--- config.mk ---
export PLATFORM = sky130hd
export DESIGN_NAME = option_packet_queue
export DESIGN_NICKNAME = d
export VERILOG_FILES = /design/src/rtl/option_packet_queue.sv
export SDC_FILE = /design/constraint.sdc
export NUM_CORES = 1
export LEC_CHECK = 0
export BUFFER_PORTS_ARGS = -buffer_cell sky130_fd_sc_hd__buf_2
export CAP_MARGIN = 20
export CORE_AREA = 10 10 277 279
export DETAILED_ROUTE_END_ITERATION = 10
export DIE_AREA = 0 0 287 289
export MAX_ROUTING_LAYER = met4
export PLACE_DENSITY = 0.7
export SYNTH_ARGS = -nofsm -noshare
export SYNTH_HDL_FRONTEND = slang
export SYNTH_SLANG_ARGS = --single-unit
export TNS_END_PERCENT = 30
--- constraint.sdc ---
create_clock -name clock -period 32.4 [get_ports clock]
set_clock_uncertainty 0.15 [all_clocks]
set_input_delay 0 -clock clock [delete_from_list [all_inputs] [get_ports clock]]
set_output_delay 0 -clock clock [all_outputs]
set_load 0.01 [all_outputs]
--- src/rtl/option_packet_queue.sv ---
// option_packet_queue: DEPTH-entry FIFO of packed option packets feeding the
// Black-Scholes engine. The head entry is unpacked onto the operand outputs;
// a rising edge of bs_ready pops it, followed by a COOLDOWN-cycle hold-off.
// Packets arriving while full are dropped and counted.
module option_packet_queue #(
    parameter int DEPTH    = 4,
    parameter int FIELD_W  = 32,
    parameter int ID_W     = 31,
    parameter int COOLDOWN = 50,
    parameter int CD_W     = 8,
    parameter int DROP_W   = 16,
    localparam int PKT_W   = ID_W + 1 + 5 * FIELD_W,
    localparam int AW      = $clog2(DEPTH),
    localparam int OW      = AW + 1
) (
    input  logic               clock,
    input  logic               reset,
    input  logic               en,
    input  logic [PKT_W-1:0]   FullPacket,
    output logic               in_ready,
    input  logic               bs_ready,
    output logic               out_valid,
    output logic [ID_W:0]      opt_id,
    output logic [FIELD_W-1:0] sptprice,
    output logic [FIELD_W-1:0] strike,
    output logic [FIELD_W-1:0] rate,
    output logic [FIELD_W-1:0] volatility,
    output logic [FIELD_W-1:0] time_r,
    output logic [FIELD_W-1:0] otype,
    output logic [OW-1:0]      occupancy,
    output logic               overflow,
    output logic [DROP_W-1:0]  drop_count
);

    typedef enum logic {S_READY = 1'b0, S_COOL = 1'b1} state_t;

    logic [PKT_W-1:0]  mem_q [DEPTH];
    logic [AW-1:0]     wr_ptr_q, wr_ptr_d;
    logic [AW-1:0]     rd_ptr_q, rd_ptr_d;
    logic [OW-1:0]     occ_q, occ_d;
    logic              ovf_q, ovf_d;
    logic [DROP_W-1:0] drop_q, drop_d;
    logic              prev_bs_q;
    state_t            state_q, state_d;
    logic [CD_W-1:0]   cd_q, cd_d;

    logic              push, drop, pop, rise;
    logic [PKT_W-1:0]  head;

    // Push is decided from registered occupancy only; a same-cycle pop never frees a slot.
    assign in_ready  = (occ_q != OW'(DEPTH));
    assign push      = en && in_ready;
    assign drop      = en && !in_ready;
    assign rise      = bs_ready && !prev_bs_q;
    assign out_valid = (state_q == S_READY) && (occ_q != '0);

    // Head slot is always shown, even when empty (stale contents, zero after reset).
    assign head       = mem_q[rd_ptr_q];
    assign time_r     = head[FIELD_W-1:0];
    assign volatility = head[2*FIELD_W-1:FIELD_W];
    assign rate       = head[3*FIELD_W-1:2*FIELD_W];
    assign strike     = head[4*FIELD_W-1:3*FIELD_W];
    assign sptprice   = head[5*FIELD_W-1:4*FIELD_W];
    assign otype      = {{(FIELD_W-1){1'b0}}, head[5*FIELD_W]};
    assign opt_id     = {head[PKT_W-1:5*FIELD_W+1], 1'b0};
    assign occupancy  = occ_q;
    assign overflow   = ovf_q;
    assign drop_count = drop_q;

    // Packet storage: write the accepted packet into the tail slot.
    always_ff @(posedge clock or posedge reset) begin
        if (reset) begin
            for (int i = 0; i < DEPTH; i++) mem_q[i] <= '0;
        end else if (push) begin
            mem_q[wr_ptr_q] <= FullPacket;
        end
    end

    // Next-state for pointers, occupancy and drop bookkeeping.
    always_comb begin
        wr_ptr_d = wr_ptr_q;
        rd_ptr_d = rd_ptr_q;
        occ_d    = occ_q;
        ovf_d    = ovf_q;
        drop_d   = drop_q;
        if (push) wr_ptr_d = wr_ptr_q + AW'(1);
        if (pop)  rd_ptr_d = rd_ptr_q + AW'(1);
        case ({push, pop})
            2'b10:   occ_d = occ_q + OW'(1);
            2'b01:   occ_d = occ_q - OW'(1);
            default: occ_d = occ_q;
        endcase
        if (drop) begin
            ovf_d = 1'b1;
            if (drop_q != '1) drop_d = drop_q + DROP_W'(1);
        end
    end

    // Pointer, occupancy, drop and bs_ready-history registers.
    always_ff @(posedge clock or posedge reset) begin
        if (reset) begin
            wr_ptr_q  <= '0;
            rd_ptr_q  <= '0;
            occ_q     <= '0;
            ovf_q     <= 1'b0;
            drop_q    <= '0;
            prev_bs_q <= 1'b0;
        end else begin
            wr_ptr_q  <= wr_ptr_d;
            rd_ptr_q  <= rd_ptr_d;
            occ_q     <= occ_d;
            ovf_q     <= ovf_d;
            drop_q    <= drop_d;
            prev_bs_q <= bs_ready;
        end
    end

    // Pop/cooldown FSM: a pop edge starts cd at 1 so the hold-off lasts COOLDOWN cycles.
    always_comb begin
        state_d = state_q;
        cd_d    = cd_q;
        pop     = 1'b0;
        case (state_q)
            S_READY: begin
                if (rise && out_valid) begin
                    pop = 1'b1;
                    if (COOLDOWN > 0) begin
                        state_d = S_COOL;
                        cd_d    = CD_W'(1);
                    end
                end
            end
            S_COOL: begin
                if (cd_q == CD_W'(COOLDOWN)) begin
                    state_d = S_READY;
                    cd_d    = '0;
                end else begin
                    cd_d = cd_q + CD_W'(1);
                end
            end
            default: state_d = S_READY;
        endcase
    end

    // FSM state and cooldown counter registers.
    always_ff @(posedge clock or posedge reset) begin
        if (reset) begin
            state_q <= S_READY;
            cd_q    <= '0;
        end else begin
            state_q <= state_d;
            cd_q    <= cd_d;
        end
    end

endmodule

[Word level (Yosys, flattened, before mapping)]
Index checks and enable logic that the tools add are counted.
Cells by class
  add/subtract/negate cells: 6
  magnitude comparators: 3
  equal/unequal tests: 6
  muxes and demuxes: 14
  bitwise gates (word level): 3
  reduce and logical (&&, ||, !) cells: 11
Operators with widths (count)
  768-bit bitwise mux: 1
  192-bit 2-to-1 mux: 3
  192-bit binary-select mux with 2-bit select: 1
  192-bit demux with 2-bit select: 1
  16-bit by 1-bit adder with 16-bit output, second input constant: 1
  8-bit 2-to-1 mux: 2
  16-bit inequality test, second input constant: 1
  8-bit case mux with 2 select lines: 1
  8-bit by 1-bit adder with 8-bit output, second input constant: 1
  8-bit by 6-bit == test with 1-bit output, second input constant: 1
  3-bit greater-or-equal comparator, second input constant: 2
  1-bit logical AND: 6
  2-bit NOT with 3-bit output: 2
  3-bit case mux with 2 select lines: 1
  2-bit by 1-bit adder with 2-bit output, second input constant: 2
  3-bit by 1-bit adder with 3-bit output, second input constant: 1
  3-bit by 1-bit less-than comparator with 1-bit output, second input constant: 1
  1-bit 2-to-1 mux: 3
  3-bit inequality test, second input constant: 1
  3-bit nonzero test: 1
  3-bit by 1-bit subtractor with 3-bit output, second input constant: 1
  2-bit by 1-bit == test with 1-bit output, second input constant: 1
  2-bit == test, second input constant: 1
  1-bit zero test: 2
  5 further kinds: 5
Storage, ports and cells
  register bits after elaboration: 802
  input bits: 196
  output and inout port bits: 246
  logic and storage cells: 55

[Depth between registers and ports, before layout]
Gate-level depths: netlist of run 1.
  depth after elaboration: 7
  gate-level depth with buffers: 9
  depth with buffers taken out: 9

[Worst setup path after synthesis of run 1]
OpenSTA, ideal clock, no wires.
  kind: flip-flop to flip-flop
  start point: reg occ_q[2], in the netlist occupancy[2]
  end point: reg occ_q[2], in the netlist occupancy[2]
  library setup time: 80 ps
  data arrival time: 1936 ps
  data required time: 32170 ps
  setup slack: 30235 ps
  stages on the path, launching flop included: 9
  path buffers: 0
  clock period less this slack: 2165 ps
  path through: dfrtp_1 nor3_1 nor3_1 ha_1 inv_1 fa_1 xor2_1 nor2_1 xor2_1
On the way
  cells in the longest elaborated chain, start to end: 7
  elaborated cells on any way between the ends: 13
  classes of those cells: add/sub (2); eq/ne (3); mux (3); reduce/logical (5)
RTL lines
  start: declaration: RTL line 40  | logic [OW-1:0] occ_q, occ_d;
  start signal: assignment: RTL line 104  | occ_q <= '0;
  start signal: assignment: RTL line 111  | occ_q <= occ_d;
  3-bit nonzero test (*): RTL line 55  | assign out_valid = (state_q == S_READY) && (occ_q != '0);
  1-bit logical AND (*): RTL line 55
  1-bit logical AND (*): RTL line 125  | if (rise && out_valid) begin
  1-bit 2-to-1 mux (*): RTL line 125
  1-bit 2-to-1 mux (*): RTL line 123  | case (state_q)
  named net pop: RTL line 47  | logic push, drop, pop, rise;
  2-bit by 1-bit == test with 1-bit output / 2-bit == test (equally long branches): RTL line 88  | case ({push, pop})
  3-bit case mux with 2 select lines / 2-bit nonzero test (equally long branches)
Mark *: on every way through the listed nets, which the timed path passes. The rest lies on a longest branch.
A chain may end at the register's enable or synchronous reset.

[Final worst setup path of run 1]
  start point: reg rd_ptr_q[0]
  end point: out sptprice[31]
On the way
  cells in the longest elaborated chain, start to end: 4
RTL lines
  start: declaration: RTL line 39  | logic [AW-1:0] rd_ptr_q, rd_ptr_d;
  start signal: assignment: RTL line 110  | rd_ptr_q <= rd_ptr_d;
  2-bit NOT with 3-bit output (not written as such): RTL line 58  | assign head = mem_q[rd_ptr_q];
  192-bit binary-select mux with 2-bit select: RTL line 58
  192-bit 2-to-1 mux (not written as such) (2 in a row): RTL line 58
  end: declaration: RTL line 24  | output logic [FIELD_W-1:0] sptprice,
Every way passes these cells. The select of a mux whose other input is x is not followed.

==> flow_metrics.tcl, run 1 <==
set metrics [dict create \
    outcome "finished clean" \
    antenna_found_initial 18 \
    grt_max_degree 168 \
    core_sq_mm 0.0711 \
    ios 442 \
    final_common_cell "dfrtp_1" \
    areaGrowthSynthToFinish_pct 23.9 \
    share_clk_of_total_power_pct 26.0 \
    post_cts_resized 0 \
    p_sw_mw 1.21 \
    port_buffers 409 \
    worst_pin_slew_ns 1.06 \
    stdcell_area_sq_mm 0.0436 \
    final_util_pct 61.2 \
    route.detailed.drc 0 \
    cts_made_buffers 85 \
    synth_warnings 0 \
    die_w_microns 287 \
    wirelength_microns 84600 \
    power_density_mw_per_mm2 91.8 \
    synth_edf_count 0 \
    grt_overflow 0 \
    layout_setup_ws_ns 28.37 \
    row_count 98 \
    finalSetupViolations 0 \
    fin_setup_tns_ns 0 \
    peakVddDrop_mv 0.0612 \
    path_max_fanout 46 \
    cp_data_arrival_time_ns 3.88 \
    post-route-period-util_pct 12.4 \
    first_iter_violations 954 \
    synth_cell_types 43 \
    finalHoldViolCount 0 \
    total_leakage_power_nw 19.0 \
    dpl_cell_area_sq_mm 0.0376 \
    grt_setup_unrepaired "no" \
    hpwl_microns 53600 \
    place_ws_ns 28.46 \
    synthArstFlopShare_pct 100 \
    nets 2946 \
    hold_path.class "in -> async" \
    vias_per_cell 5.46 \
    fmax_mhz 248 \
    postCtsSetupRepairBufs 0 \
    synthFlopType "dfrtp_1" \
    switching_share_pct 30.2 \
    relSlewSlack_pct 29.3 \
    wire_per_inst_microns 22.4 \
    die_h_microns 289 \
    final_antenna_net_count 0 \
    avgSynthCellArea_sq_um 17.1 \
    drt_pass1_iterations 5 \
    reg2regPathDepth 6 \
    power_frac_comb_pct 30.2 \
    grt_pass1_vias 23930 \
    cts.sinks 802 \
    p_int_mw 2.79 \
    yosysSeqAreaShare_pct 57.1 \
    critPathKind "reg -> out" \
    min_period_ns 4.03 \
    route.vias.total 20612 \
    synth_cells 2060 \
    critPathLaunchType "register" \
    die-area_sq_mm 0.0829 \
    clk_pin_slew_worst_paths_ns 0.07 \
    worst_setup_path_end_kind "primary output" \
    drv_slew 0 \
    cts_root_buf "clkbuf_16" \
    totalPowerFinal_mw 4.00 \
    start_util_pct 49.4 \
    cts_hold_buf 290 \
    cts_buffer_depth 3 \
    layout_common_cells "800 x dfrtp_1, 720 x mux2_1, 409 x buf_2, 290 x dlygate4sd3_1, 192 x mux4_2" \
    final_layout_size_suffix_gt1_share_pct 29.7 \
    grt_pass1_wl_microns 134000 \
    clk_latency_ns 0.62 \
    required_ns 32.25 \
    place_congestion 0.764 \
    max_cap_viol_count 0 \
    h-tree-depth 3 \
    synth_seq_cells 802 \
    seq_power_share_pct 43.9 \
    grt_util_all_layers_pct 21.1 \
    syn-cell-area_sq_mm 0.0351 \
    cts_tree "built" \
]
## metrics by stage
stage / cells / hold slack, ns
after detailed placement: 3314 / 0.00565
after global placement: 3314 / -0.00476
after floorplan: 2091 / -0.119
after global routing: 3778 / 0.0200
final: 3778 / 0.00253
after CTS: 3761 / 0.000364
## registers in the layout, summed over array words and instances (netlist names)
name	cells
rd_ptr_q	2
wr_ptr_q	2
mem_q	768
state_q	1
drop_count	16
overflow	1
prev_bs_q	1
occupancy	3
cd_q	8
## synth_stat cells, drive strengths merged (2+ instances only)
cell type    n  share of area, %
xor2        12              0.30
ha           8              0.28
nand2b       3             0.053
clkbuf       9             0.096
nand2       14              0.15
nor2         9             0.096
mux2i        3             0.085
buf        153               3.3
dfrtp      802                57
or2          2             0.036
mux4       192                12
nor3b        2             0.057
o21ai        6             0.085
nor3         6             0.085
or3          4             0.071
mux2       770                25
nor4         4              0.11
inv         13              0.14
a21oi        7              0.10
nand4        7              0.12
xnor2        8              0.20
nand3       11              0.16
## final cells by class
cell class                      instances  area, sq um
Clock buffer                          116         2430
Inverter                               13         56.3
Clock inverter                         41          588
Sequential cell                       802        20100
Timing Repair Buffer                  725         5170
Antenna cell                           17         42.5
Fill cell                            5111        27600
Tap cell                              950         1190
Multi-Input combinational cell       1114        14000
## worst paths after layout
check	startpoint	endpoint	slack, ns
worst min-delay path	reset	mem_q[586]	0.003
max in group asynchronous	reset	mem_q[642]	28.69
worst min register to register	overflow	overflow	0.32
worst max-delay path	rd_ptr_q[0]	sptprice[31]	28.37
min in group clock	FullPacket[8]	mem_q[200]	0.03
worst max register to register	occupancy[0]	mem_q[258]	28.57
## layer usage
metal	wire length [microns]	track usage, %	vias to the layer above
met5	0	-	-
met4	1860	6.32	0
met3	5060	4.98	129
met2	43700	36.2	496
met1	33900	24.4	10998
li1	-	-	8989
## cells by family (layout without fill, tap and decap cells)
kind of cell	count (synthesis)	in the layout	synth area share [%]
mux	965	965	37.1
flops	802	802	57.1
buf+inv	175	895	3.50
simple gates	69	69	1.12
xor+xnor	20	20	0.498
compound gates	19	19	0.370
fa+ha+maj	9	9	0.342
other cells	1	49	0.0107
## critical path: stages (launching register included)
cell,delay [ns]
dfrtp_4,0.98
buf_4,0.57
buf_4,0.80
mux4_2,0.65
buf_2,0.17
## power groups by stage
| stage | logic, mW | clock network, mW | registers, mW |
|---|---|---|---|
| 6_report | 1.20 | 1.04 | 1.75 |
| 5_1_grt | 1.31 | 1.10 | 1.81 |
| 4_1_cts | 1.23 | 1.06 | 1.75 |
| 3_5_place_dp | 1.20 | 0 | 1.77 |
| 3_3_place_gp | 1.14 | 0 | 1.72 |
| 2_1_floorplan | 0.872 | 0 | 1.69 |
(Power assumes the default switching activity.)
==> inputs of run 2 (changes only) <==
--- a/config.mk
+++ b/config.mk
@@ -11,7 +11,7 @@
 export DETAILED_ROUTE_END_ITERATION = 10
 export DIE_AREA = 0 0 287 289
 export MAX_ROUTING_LAYER = met4
-export PLACE_DENSITY = 0.7
+export PLACE_DENSITY = 0.73
 export SYNTH_ARGS = -nofsm -noshare
 export SYNTH_HDL_FRONTEND = slang
 export SYNTH_SLANG_ARGS = --single-unit
==> constraint.sdc (replaced) <==
create_clock -name clock -period 3.57 [get_ports clock]
set_clock_uncertainty 0.15 [all_clocks]
set_input_delay 0 -clock clock [delete_from_list [all_inputs] [get_ports clock]]
set_output_delay 0 -clock clock [all_outputs]
set_load 0.01 [all_outputs]
==> run 2 against run 1 <==
Critical endpoint is now opt_id[28]. Flip-flop and latch count is the same. Register-to-register slack lost 28 ns. Clock power grew to 8.6 times the previous value. First-iteration DRC count shrank 16%. Clock-buffer cell count grew 4. Largest power group unchanged. Largest cell class unchanged. Worst hold slack gained 0.024 ns. Die area is the same.
==> flow_metrics.tcl, run 2 (synthesized netlist as in run 1, its figures left out) <==
set metrics [dict create \
    outcome "finished clean" \
    grtUsageMet1_pct 25.8 \
    top_register "mem_q" \
    path_max_fanout 30 \
    required_ns 3.42 \
    met3_usage_pct 4.67 \
    share_clk_of_total_power_pct 24.7 \
    power_density_mw_per_mm2 823 \
    post_cts_resized 0 \
    relSlewSlack_pct 40.6 \
    cp_data_arrival_time_ns 2.66 \
    fin_setup_tns_ns 0 \
    worst_pin_slew_ns 0.892 \
    clk_pin_slew_worst_paths_ns 0.06 \
    peakVddDrop_mv 0.538 \
    die_h_microns 289 \
    critPathMaxStageDelay_ns 0.69 \
    row_count 98 \
    layout_setup_ws_ns 0.759 \
    layout_common_cells "800 x dfrtp_1, 720 x mux2_1, 409 x buf_2, 289 x dlygate4sd3_1, 192 x mux4_2" \
    totalPowerFinal_mw 36.2 \
    critPathLaunchType "register" \
    drv_slew 0 \
    hpwl_microns 56600 \
    grt_max_degree 101 \
    met2_usage_pct 36.5 \
    cts_made_buffers 86 \
    wire_per_inst_microns 22.7 \
    route.detailed.drc 0 \
    grt_pass1_vias 24206 \
    cts_root_buf "clkbuf_16" \
    route.vias.total 20834 \
    finalSetupViolations 0 \
    h-tree-depth 3 \
    place_congestion 0.786 \
    first_iter_violations 804 \
    final_layout_size_suffix_gt1_share_pct 30.2 \
    final_antenna_net_count 0 \
    place_ws_ns 0.975 \
    post-route-period-util_pct 78.7 \
    finalHoldViolCount 0 \
    final_common_cell "dfrtp_1" \
    die_w_microns 287 \
    grt_setup_unrepaired "no" \
    worst_setup_path_end_kind "primary output" \
    critPathSlowestCell "dfrtp_4" \
    critPathTopFamily "buffers and inverters" \
    grt_overflow 0 \
    antenna_found_initial 16 \
    p_int_mw 25.2 \
    stdcell_area_sq_mm 0.0440 \
    drt_pass1_iterations 6 \
    clk_latency_ns 0.63 \
    wirelength_microns 86500 \
    core_sq_mm 0.0711 \
    power_frac_comb_pct 31.1 \
    cts.sinks 802 \
    busiest_layer "met2" \
    areaGrowthSynthToFinish_pct 25.1 \
    cts_tree "built" \
    nets 2983 \
    critPathKind "reg -> out" \
    port_buffers 409 \
    total_leakage_power_nw 19.2 \
    dpl_cell_area_sq_mm 0.0382 \
    vias_per_cell 5.47 \
    largest_reg_flops 768 \
    cts_buffer_depth 3 \
    seq_power_share_pct 44.1 \
    switching_share_pct 30.4 \
    crit_buf_inv 3 \
    grt_pass1_wl_microns 138000 \
    die-area_sq_mm 0.0829 \
    grt_util_all_layers_pct 21.6 \
    start_util_pct 49.4 \
    whs_ns 0.0264 \
    max_cap_viol_count 0 \
    fmax_mhz 356 \
    ios 442 \
    hold_path.class "in -> reg" \
    min_period_ns 2.81 \
    p_sw_mw 11.0 \
    path_cells "buf_12, buf_4, mux4_2, buf_2" \
]
run 2: path summary, 6_finish.rpt:
path	from	endpoint	slack, ns	cells after the start
setup / recovery	rd_ptr_q[1]	opt_id[28]	0.76	4
hold / removal	FullPacket[151]	mem_q[343]	0.03	3
setup reg to reg	occupancy[0]	mem_q[143]	0.96	5
hold reg to reg	overflow	overflow	0.32	1
max in group asynchronous	reset	mem_q[423]	1.71	6
min in group asynchronous	reset	drop_count[1]	0.42	4
run 2: tightest hold or removal path: cells and delay by family:
| kind | cells | cell delay (ns) |
|---|---|---|
| buf+inv | 2 | 0.64 |
| mux | 1 | 0.12 |
run 2: final cells by class:
cell class / count / area, sq um
clock inverters: 31 / 424
diodes: 18 / 45.0
well taps: 950 / 1190
repair buffers: 761 / 5760
flip-flops and latches: 802 / 20100
fillers: 5071 / 27200
multi-input cells: 1114 / 14000
clock buffers: 120 / 2420
inverters: 13 / 52.6
run 2: power by group through the flow:
| stage | sequential (mW) | clock (mW) | combinational, mW |
|---|---|---|---|
| floorplan | 15.3 | 0 | 7.92 |
| global placement | 15.6 | 0 | 10.6 |
| detailed placement | 16.1 | 0 | 11.1 |
| CTS | 15.9 | 9.15 | 11.4 |
| global route | 16.5 | 9.53 | 12.2 |
| finish | 16.0 | 8.94 | 11.3 |
run 2: timing repair:
item / 4_1_cts / 5_1_grt
hold buffers: 289 / 0
hold endpoints to repair: 1352 / 0
setup buffers: 0 / 0
endpoints found under the setup margin: 0 / 0
run 2: stage by stage:
| step | std cells | util, % |
|---|---|---|
| 6_report | 3809 | 61.8 |
| 5_1_grt | 3807 | 61.8 |
| 4_1_cts | 3791 | 61.8 |
| 3_5_place_dp | 3351 | 53.7 |
| 3_3_place_gp | 3350 | 53.7 |
| 2_1_floorplan | 2091 | - |
run 2: layer usage:
layer,vias to the layer above,share of wire [%]
met5,-,0
met4,0,2.8
met3,157,5.3
met2,487,51
met1,11122,41
li1,9068,-
